==> src/rtl/miriscv_uart_tx_if.sv <==
// Byte write port of the UART transmitter: the producer drives data_i/valid_i and the
// transmitter answers with ready_o; a byte moves on a cycle where valid_i && ready_o.
interface miriscv_uart_tx_if;
   logic [7:0] data_i;
   logic       valid_i;
   logic       ready_o;

   modport master (output data_i, output valid_i, input ready_o);
   modport slave  (input data_i, input valid_i, output ready_o);
endinterface

==> src/rtl/miriscv_uart_tx.sv <==
// Buffered UART TX: bytes queue in a FIFO and leave LSB-first as start, 8 data, [even parity
// (MIRISCV_UART_TX_PARITY_EN)], stop; start bit 1 clk after push; ready_o low while FIFO full.
module miriscv_uart_tx #(
   parameter int CLK_FREQ_HZ = 100_000_000,
   parameter int BAUDRATE    = 6_250_000,
   parameter int FIFO_DEPTH  = 8
) (
   input  logic                          clk_i,
   input  logic                          arstn_i,
   miriscv_uart_tx_if.slave              wr,
   output logic                          tx_o,
   output logic                          busy_o,
   output logic [$clog2(FIFO_DEPTH):0]   fifo_level_o
);
   localparam int CLKS_PER_BIT = CLK_FREQ_HZ / BAUDRATE;
   localparam int PTR_W        = $clog2(FIFO_DEPTH);
   localparam int LVL_W        = PTR_W + 1;
   localparam int CNT_W        = (CLKS_PER_BIT > 1) ? $clog2(CLKS_PER_BIT) : 1;

   generate
      if (CLKS_PER_BIT < 2) begin : g_baud_check
         $error("miriscv_uart_tx: CLKS_PER_BIT must be at least 2");
      end
      if ((FIFO_DEPTH < 2) || ((FIFO_DEPTH & (FIFO_DEPTH - 1)) != 0)) begin : g_depth_check
         $error("miriscv_uart_tx: FIFO_DEPTH must be a power of two >= 2");
      end
   endgenerate

`ifdef MIRISCV_UART_TX_PARITY_EN
   typedef enum logic [2:0] {IDLE, START, DATA, PARITY, STOP} state_t;
`else
   typedef enum logic [2:0] {IDLE, START, DATA, STOP} state_t;
`endif

   state_t           state_q, state_d;
   logic [7:0]       mem [FIFO_DEPTH];
   logic [PTR_W-1:0] wr_ptr_q, rd_ptr_q;
   logic [LVL_W-1:0] level_q;
   logic [CNT_W-1:0] cnt_q;
   logic [2:0]       bit_idx_q;
   logic [7:0]       shift_q;
   logic             ready, push, pop, bit_end;
`ifdef MIRISCV_UART_TX_PARITY_EN
   logic             par_q;
`endif

   assign ready        = (level_q != LVL_W'(FIFO_DEPTH));
   assign wr.ready_o   = ready;
   assign push         = wr.valid_i && ready;
   assign bit_end      = (cnt_q == CNT_W'(CLKS_PER_BIT - 1));
   assign busy_o       = (state_q != IDLE) || (level_q != '0);
   assign fifo_level_o = level_q;

   always_ff @(posedge clk_i or negedge arstn_i) begin
      if (!arstn_i) state_q <= IDLE;
      else          state_q <= state_d;
   end

   always_comb begin
      state_d = state_q;
      case (state_q)
         IDLE:   if (level_q != '0) state_d = START;
         START:  if (bit_end) state_d = DATA;
`ifdef MIRISCV_UART_TX_PARITY_EN
         DATA:   if (bit_end && (bit_idx_q == 3'd7)) state_d = PARITY;
         PARITY: if (bit_end) state_d = STOP;
`else
         DATA:   if (bit_end && (bit_idx_q == 3'd7)) state_d = STOP;
`endif
         STOP:   if (bit_end) state_d = IDLE;
         default: state_d = IDLE;
      endcase
   end

   // tx_o is decoded from the state register so reset forces the line high asynchronously.
   always_comb begin
      tx_o = 1'b1;
      pop  = 1'b0;
      case (state_q)
         IDLE:   pop  = (level_q != '0);
         START:  tx_o = 1'b0;
         DATA:   tx_o = shift_q[0];
`ifdef MIRISCV_UART_TX_PARITY_EN
         PARITY: tx_o = par_q;
`endif
         default: tx_o = 1'b1;
      endcase
   end

   always_ff @(posedge clk_i) begin
      if (push) mem[wr_ptr_q] <= wr.data_i;
   end

   always_ff @(posedge clk_i or negedge arstn_i) begin
      if (!arstn_i) begin
         wr_ptr_q <= '0;
         rd_ptr_q <= '0;
         level_q  <= '0;
      end else begin
         if (push) wr_ptr_q <= wr_ptr_q + PTR_W'(1);
         if (pop)  rd_ptr_q <= rd_ptr_q + PTR_W'(1);
         case ({push, pop})
            2'b10:   level_q <= level_q + LVL_W'(1);
            2'b01:   level_q <= level_q - LVL_W'(1);
            default: level_q <= level_q;
         endcase
      end
   end

   // Baud counter idles at zero so the first START bit gets a full bit period.
   always_ff @(posedge clk_i or negedge arstn_i) begin
      if (!arstn_i) begin
         cnt_q     <= '0;
         bit_idx_q <= '0;
         shift_q   <= '0;
      end else begin
         if ((state_q == IDLE) || bit_end) cnt_q <= '0;
         else                              cnt_q <= cnt_q + CNT_W'(1);
         if (pop) begin
            shift_q   <= mem[rd_ptr_q];
            bit_idx_q <= '0;
         end else if ((state_q == DATA) && bit_end) begin
            shift_q   <= {1'b0, shift_q[7:1]};
            bit_idx_q <= bit_idx_q + 3'd1;
         end
      end
   end

`ifdef MIRISCV_UART_TX_PARITY_EN
   always_ff @(posedge clk_i or negedge arstn_i) begin
      if (!arstn_i)                        par_q <= 1'b0;
      else if (pop)                        par_q <= 1'b0;
      else if ((state_q == DATA) && bit_end) par_q <= par_q ^ shift_q[0];
   end
`endif
endmodule

==> src/flat_wrapper.sv <==
// flat-port wrapper written by rule: the top's interface ports become plain ports
module miriscv_uart_tx_flat 
#(
   parameter int CLK_FREQ_HZ = 100_000_000,
   parameter int BAUDRATE    = 6_250_000,
   parameter int FIFO_DEPTH  = 8
)
  (clk_i, arstn_i, tx_o, busy_o, fifo_level_o, wr_data_i, wr_valid_i, wr_ready_o);
  miriscv_uart_tx_if wr_i ();
  input  logic clk_i;
  input  logic arstn_i;
  output logic tx_o;
  output logic busy_o;
  output logic [$clog2(FIFO_DEPTH):0] fifo_level_o;
  input wire logic [$bits(wr_i.data_i)-1:0] wr_data_i;
  input wire logic [$bits(wr_i.valid_i)-1:0] wr_valid_i;
  output wire logic [$bits(wr_i.ready_o)-1:0] wr_ready_o;
  assign wr_i.data_i = wr_data_i;
  assign wr_i.valid_i = wr_valid_i;
  assign wr_ready_o = wr_i.ready_o;
  miriscv_uart_tx #(.CLK_FREQ_HZ(CLK_FREQ_HZ), .BAUDRATE(BAUDRATE), .FIFO_DEPTH(FIFO_DEPTH)) u_core (.clk_i(clk_i), .arstn_i(arstn_i), .wr(wr_i), .tx_o(tx_o), .busy_o(busy_o), .fifo_level_o(fifo_level_o));
endmodule
==> config.mk <==
export PLATFORM = sky130hd
export DESIGN_NAME = miriscv_uart_tx_flat
export DESIGN_NICKNAME = d
export VERILOG_FILES = /design/src/rtl/miriscv_uart_tx_if.sv /design/src/rtl/miriscv_uart_tx.sv /design/src/flat_wrapper.sv
export SDC_FILE = /design/constraint.sdc
export NUM_CORES = 1
export LEC_CHECK = 0
export BUFFER_PORTS_ARGS = -buffer_cell sky130_fd_sc_hd__buf_2
export CAP_MARGIN = 20
export CORE_MARGIN = 1
export CORE_UTILIZATION = 30
export CTS_BUF_LIST = sky130_fd_sc_hd__clkbuf_8
export DETAILED_ROUTE_END_ITERATION = 7
export PLACE_DENSITY_LB_ADDON = 0.15
export SYNTH_ARGS = -nofsm -noshare
export SYNTH_HDL_FRONTEND = slang
export SYNTH_SLANG_ARGS = --single-unit
==> constraint.sdc <==
create_clock -name clk_i -period 2.6 [get_ports clk_i]
set_input_delay 0.26 -clock clk_i [delete_from_list [all_inputs] [get_ports clk_i]]
set_output_delay 0.26 -clock clk_i [all_outputs]
set_load 0.02 [all_outputs]
# --- Word-level counts from Yosys, hierarchy flattened ---
# Memory sizes are Yosys's and may differ from the RTL's.
# Cells that the tools add are included.
totals:
  reg_bits: 28
  mem_bits_rw: 64
  in_bits: 11
  elab_cells: 52
  mem_count: 1
op_classes:
  n_addsub: 6
  eq_ne: 12
  muxes: 15
  reduce_logical: 11
memory_table:
  columns: ["name", "words", "word_bits", "read_ports", "rd_clocked_by_memory_dff", "write_ports", "line_no", "text"]
  rows:
  - ["u_core.mem", 8, 8, 1, 0, 1, "miriscv_uart_tx.sv:36", "logic [7:0] mem [FIFO_DEPTH];"]
ops:
  columns: ["op", "n"]
  rows:
  - ["two-way mux 3 bit", 6]
  - ["two-way mux 8 bit", 2]
  - ["one-hot mux 3 bit (4 select lines)", 1]
  - ["adder 3 x 1 -> 3 bit (second input constant)", 3]
  - ["adder 4 x 1 -> 4 bit (second input constant)", 2]
  - ["inequality test 2 x 1 -> 1 bit (second input constant)", 4]
  - ["one-hot mux 4 bit (2 select lines)", 1]
  - ["equality test 3 x 2 -> 1 bit (second input constant)", 2]
  - ["equality test 4 bit (second input constant)", 1]
  - ["two-way mux 4 bit", 1]
  - ["inequality test 4 bit (second input constant)", 1]
  - ["AND reduction 4 bit", 1]
  - ["nonzero test 2 bit", 2]
  - ["nonzero test 4 bit", 1]
  - ["subtractor 4 x 1 -> 4 bit (second input constant)", 1]
  - ["equality test 3 x 1 -> 1 bit (second input constant)", 1]
  - ["equality test 3 bit (second input constant)", 1]
  - ["logical AND 1 bit", 3]
  - ["zero test 3 bit", 1]
  - ["two-way mux 1 bit", 3]
  - ["nonzero test 3 bit", 1]
  - ["equality test 2 x 1 -> 1 bit (second input constant)", 1]
  - ["equality test 2 bit (second input constant)", 1]
  - ["logical OR 1 bit", 2]
  - ["one-hot mux 1 bit (2 select lines)", 1]

# --- Logic depth before layout (Yosys ltp) ---
depth:
  ltp_word: 4
  depth_mapped: 12
  depth_no_buf: 11

# --- Least setup slack after synthesis ---
# No wires, ideal clock.
synth_timing:
  path_type: "reg-to-reg"
  start: "register u_core.state_q[0]"
  end: "register u_core.level_q[2], in the netlist u_core.fifo_level_o[2]"
  setup_time_ns: 0.136
  arrival_time_ns: 2.310
  required_ns: 2.464
  path_slack_ns: 0.154
  path_stages_with_launch: 13
  path_buffers: 1
  synth_period_minus_slack_ns: 2.446
  cell_sequence: "dfrtp_1 inv_1 ha_1 clkbuf_1 or2b_2 inv_1 ha_1 xor2_1 ha_1 a21oi_1 xor2_1 nor2_1 xor2_1"
synth_between:
  elab_chain_len: 4
  word_cells_on_any_way: 6
  cone_classes: "2 x eq/ne; 2 x mux; 2 x reduce/logical"
synth_lines:
  columns: ["item", "line_no", "text"]
  rows:
  - ["start, declared", "miriscv_uart_tx.sv:35", "state_t state_q, state_d;"]
  - ["start signal, assigned", "miriscv_uart_tx.sv:56", "else state_q <= state_d;"]
  - ["zero test 3 bit (*)", "miriscv_uart_tx.sv:79", "case (state_q)"]
  - ["two-way mux 1 bit (*)", "miriscv_uart_tx.sv:79", null]
  - ["equality test 2 x 1 -> 1 bit / equality test 2 bit (equally long branches)", "miriscv_uart_tx.sv:102", "case ({push, pop})"]
  - ["one-hot mux 4 bit (2 select lines) / nonzero test 2 bit (equally long branches)", null, null]
  - ["end signal, assigned", "miriscv_uart_tx.sv:103", "2'b10: level_q <= level_q + LVL_W'(1);"]
  - ["end signal, assigned", "miriscv_uart_tx.sv:104", "2'b01: level_q <= level_q - LVL_W'(1);"]
  - ["end signal, assigned", "miriscv_uart_tx.sv:105", "default: level_q <= level_q;"]
  - ["end, declared", "miriscv_uart_tx.sv:38", "logic [LVL_W-1:0] level_q;"]
# Mark *: on every way between the ends. The rest lies on a longest branch, timed or not.
# A chain may end at the register's enable or synchronous reset.

# --- Final worst setup path ---
layout_timing:
  start: "register u_core.level_q[1], in the netlist u_core.fifo_level_o[1]"
  end: "register u_core.level_q[2], in the netlist u_core.fifo_level_o[2]"
layout_between:
  elab_chain_len: 4
  word_cells_on_any_way: 10
  cone_classes: "2 x add/sub; 3 x eq/ne; 2 x mux; 3 x reduce/logical"
layout_lines:
  columns: ["item", "line_no"]
  rows:
  - ["nonzero test 4 bit / inequality test 4 bit (equally long branches)", "miriscv_uart_tx.sv:80, miriscv_uart_tx.sv:47"]
  - ["two-way mux 1 bit / logical AND 1 bit (equally long branches)", "miriscv_uart_tx.sv:79, miriscv_uart_tx.sv:49"]
  - ["equality test 2 x 1 -> 1 bit / equality test 2 bit (equally long branches)", "miriscv_uart_tx.sv:102"]
  - ["one-hot mux 4 bit (2 select lines) / nonzero test 2 bit (equally long branches)", null]
# Parallel ways exist; a longest one is shown, timed or not.

==> impl_metrics.xml <==
<?xml version="1.0" encoding="UTF-8"?>
<metrics>
  <group name="outcome">
    <metric name="status" unit="">complete, no violations</metric>
  </group>
  <group name="cts">
    <metric name="worst_skew_pair.late_latency" unit="ps">370</metric>
    <metric name="numClockSinks" unit="">91</metric>
    <metric name="maximum_count_of_clock_buffers_along_a_single_path" unit="">2</metric>
    <metric name="cts.repair_timing.setup_buffer_count" unit="">0</metric>
    <metric name="tritoncts_clock_tree" unit="">yes</metric>
    <metric name="cts_htree_levels" unit="">3</metric>
    <metric name="tritoncts.num_buffers" unit="">9</metric>
    <metric name="clkTransAtPathRegs" unit="ps">90</metric>
    <metric name="clock_tree.root_cell" unit="">clkbuf_8</metric>
  </group>
  <group name="global_routing">
    <metric name="number_of_antenna_violations_at_the_first_check_in_global_routing" unit="">0</metric>
    <metric name="globalRouteOverflowTotal" unit="">0</metric>
    <metric name="largest_net_degree_at_the_start_of_global_routing" unit="">31</metric>
    <metric name="grt_usage" unit="%">11.9</metric>
    <metric name="grt_pass1_vias" unit="">2089</metric>
    <metric name="grt_pass1_wl" unit="um">11400</metric>
  </group>
  <group name="setup_path">
    <metric name="worst-setup-path-type" unit="">reg -&gt; reg</metric>
    <metric name="startpoint_type" unit="">flip-flop</metric>
    <metric name="critPathMaxFanout" unit="">8</metric>
    <metric name="signal_arrival_time_at_the_worst_endpoint" unit="ps">2620</metric>
    <metric name="endpoint_kind" unit="">flip-flop</metric>
    <metric name="required" unit="ps">2850</metric>
  </group>
  <group name="sta">
    <metric name="rsz0062_at_grt" unit="">false</metric>
    <metric name="max_clock_freq" unit="MHz">423</metric>
    <metric name="min_period" unit="ps">2370</metric>
    <metric name="fin_worst_skew" unit="ps">4.78</metric>
    <metric name="final_critical_path_setup_slack" unit="ps">233</metric>
    <metric name="setup-violations-final" unit="">0</metric>
    <metric name="timing.final.hold_violations" unit="">0</metric>
    <metric name="worstMarginPinSlew" unit="ps">1070</metric>
    <metric name="maxSlewViolCount" unit="">0</metric>
    <metric name="relSlewSlack" unit="%">28.7</metric>
    <metric name="finalSetupTns" unit="ps">0</metric>
    <metric name="fin_crit_sh" unit="%">91.0</metric>
  </group>
  <group name="layout">
    <metric name="layout.cell_area.non_filler" unit="sq um">4420</metric>
    <metric name="ff_latch_area" unit="sq um">2600</metric>
    <metric name="area_delta_synth_final" unit="%">12.8</metric>
    <metric name="fin_nets" unit="">306</metric>
    <metric name="final_layout_size_suffix_gt1_share" unit="%">22.2</metric>
    <metric name="fillerInstances" unit="">1241</metric>
    <metric name="n_antenna_cell" unit="">0</metric>
    <metric name="layout_commonest_cell" unit="">edfxtp_1</metric>
    <metric name="final_cell_mix" unit="">edfxtp_1 (64), mux2i_1 (32), dfrtp_1 (27)</metric>
    <metric name="postLayoutCoreUtil" unit="%">34.9</metric>
    <metric name="multiInputGateArea" unit="sq um">1230</metric>
  </group>
  <group name="die">
    <metric name="core-area" unit="sq um">12700</metric>
    <metric name="floorplan.die.width" unit="um">116</metric>
    <metric name="num_rows" unit="">41</metric>
    <metric name="io_pins" unit="">18</metric>
    <metric name="design.die.area" unit="sq um">13500</metric>
    <metric name="initial_utilization" unit="%">30.9</metric>
    <metric name="die_h" unit="um">116</metric>
  </group>
  <group name="place">
    <metric name="post-dp-hpwl" unit="um">4570</metric>
    <metric name="pre_cts_ws" unit="ps">239</metric>
    <metric name="io_buffer_count" unit="">17</metric>
    <metric name="globalplace.congestion" unit="">0.700</metric>
    <metric name="place_area" unit="sq um">4210</metric>
  </group>
  <group name="detailed_routing">
    <metric name="drt-total-wl" unit="um">7220</metric>
    <metric name="drc" unit="">0</metric>
    <metric name="final_antenna_net_count" unit="">0</metric>
    <metric name="drt_iter0_drc" unit="">103</metric>
    <metric name="wire_per_inst" unit="um">15.7</metric>
    <metric name="routed-via-count" unit="">2098</metric>
    <metric name="detail_route.first_pass.iterations" unit="">4</metric>
    <metric name="drt-vias-per-instance" unit="">4.56</metric>
  </group>
  <group name="min_path">
    <metric name="min_path_type" unit="">in -&gt; reg</metric>
  </group>
  <group name="power_and_ir_drop">
    <metric name="peakVddDrop" unit="mV">0.485</metric>
    <metric name="total_chip_power" unit="W">0.00484</metric>
    <metric name="leakage" unit="nW">1.72</metric>
    <metric name="power_density" unit="nW/um^2">1100</metric>
  </group>
  <group name="flow_run">
    <metric name="max-cap-violations" unit="">0</metric>
  </group>
  <group name="synth">
    <metric name="yosysSeqAreaShare" unit="%">66.3</metric>
    <metric name="synth.avg_cell_area" unit="sq um">15.4</metric>
    <metric name="yosysUniqueCellTypes" unit="">36</metric>
    <metric name="number_of_nets_produced_by_synthesis" unit="">277</metric>
    <metric name="seq_cells_post_synth" unit="">91</metric>
    <metric name="synth_area" unit="sq um">3920</metric>
    <metric name="synth_cells" unit="">254</metric>
    <metric name="ys_warn_count" unit="">0</metric>
  </group>
</metrics>
critical path, cell delays in order (launching register included):
cell and delay (ps):
dfrtp_1 470, or4b_4 600, nand2_2 130, ha_1 290, xor2_1 100, ha_1 180
a21oi_1 140, xor2_1 150, nor2_1 60, xor2_1 140
power by group:
part	total, W	switching (W)	internal (W)
Clock	0.000969	0.000516	0.000453
Combinational	0.00172	0.000917	0.000799
Sequential	0.00215	0.000241	0.00191
Total	0.00484	0.00167	0.00316
cell type report:
| class | instances | share of cell area, % |
|---|---|---|
| clock buffers | 9 | 2.80 |
| clock inverters | 7 | 1.73 |
| inverters | 4 | 0.340 |
| multi-input cells | 150 | 27.8 |
| flip-flops and latches | 91 | 58.8 |
| well taps | 172 | 4.87 |
| repair buffers | 27 | 3.68 |
cell usage after synthesis:
cell type,n,area share [%]
mux2_4,1,0.38
dfrtp_1,27,17
nor4_1,2,0.32
nand4b_1,1,0.22
buf_6,3,0.86
ha_1,12,3.8
nor2_1,12,1.2
nor2b_1,1,0.16
or2b_2,1,0.22
mux4_2,1,0.58
buf_4,2,0.38
o21ai_0,3,0.38
o22ai_1,7,1.1
a21oi_1,6,0.77
mux2_2,16,4.6
nor4b_1,1,0.22
nor3_1,5,0.64
a2111oi_0,1,0.22
nand2_1,13,1.2
nor3b_1,1,0.19
nand2_2,2,0.32
and3_1,1,0.16
edfxtp_1,64,49
buf_2,1,0.13
nand3_1,6,0.77
buf_8,1,0.38
clkbuf_1,2,0.19
xor2_1,4,0.89
mux2i_1,32,8.2
xnor2_1,6,1.3
inv_1,4,0.38
or4b_4,1,0.35
nand3b_1,1,0.19
a221o_1,8,2.0
or2_2,1,0.16
nand2b_1,4,0.64
cells by family after synthesis:
group,count (synthesis),synth area share [%]
compound gates,25,4.54
xor+xnor,10,2.24
flops,91,66.3
buf+inv,13,2.33
fa+ha+maj,12,3.83
mux,50,13.7
simple gates,53,6.97
state kept, by name, summed over array words and instances (netlist names):
name and flops:
u_core.state_q 2, u_core.bit_idx_q 3, u_core.cnt_q 4, u_core.wr_ptr_q 3, u_core.rd_ptr_q 3, u_core.fifo_level_o 4
u_core.mem 64, u_core.shift_q 8
stage by stage:
| step | std cells | hold slack [ps] |
|---|---|---|
| after floorplan | 254 | -35.6 |
| after global placement | 443 | 329 |
| after detailed placement | 443 | 332 |
| after CTS | 460 | 152 |
| after global routing | 460 | 155 |
| final | 460 | 162 |
layer usage:
metal / GRT usage, % / part of all wire, %
met5: 0 / 0
met3: 3.74 / 3.6
met4: 4.36 / 1.4
met1: 14.6 / 47
met2: 19.6 / 48
timing repair:
item                                   in CTS  in global routing
endpoints found under the hold margin      27                  0
setup endpoints to repair                   0                  0
hold buffers                                1                  0
resized for setup                           0                  0
final timing paths:
kind                                             start                     end  slack (ps)  cells past startpoint
worst max-delay path            u_core.fifo_level_o[1]  u_core.fifo_level_o[2]         230                      9
min in group asynchronous                      arstn_i  u_core.fifo_level_o[1]         440                      2
max in group asynchronous                      arstn_i         u_core.cnt_q[3]        1740                      2
worst min register to register         u_core.cnt_q[0]         u_core.cnt_q[0]         500                      1
worst max register to register  u_core.fifo_level_o[1]  u_core.fifo_level_o[2]         230                      9
worst min-delay path                      wr_data_i[4]        u_core.mem[6][4]         160                      1
(Power assumes the default switching activity.)
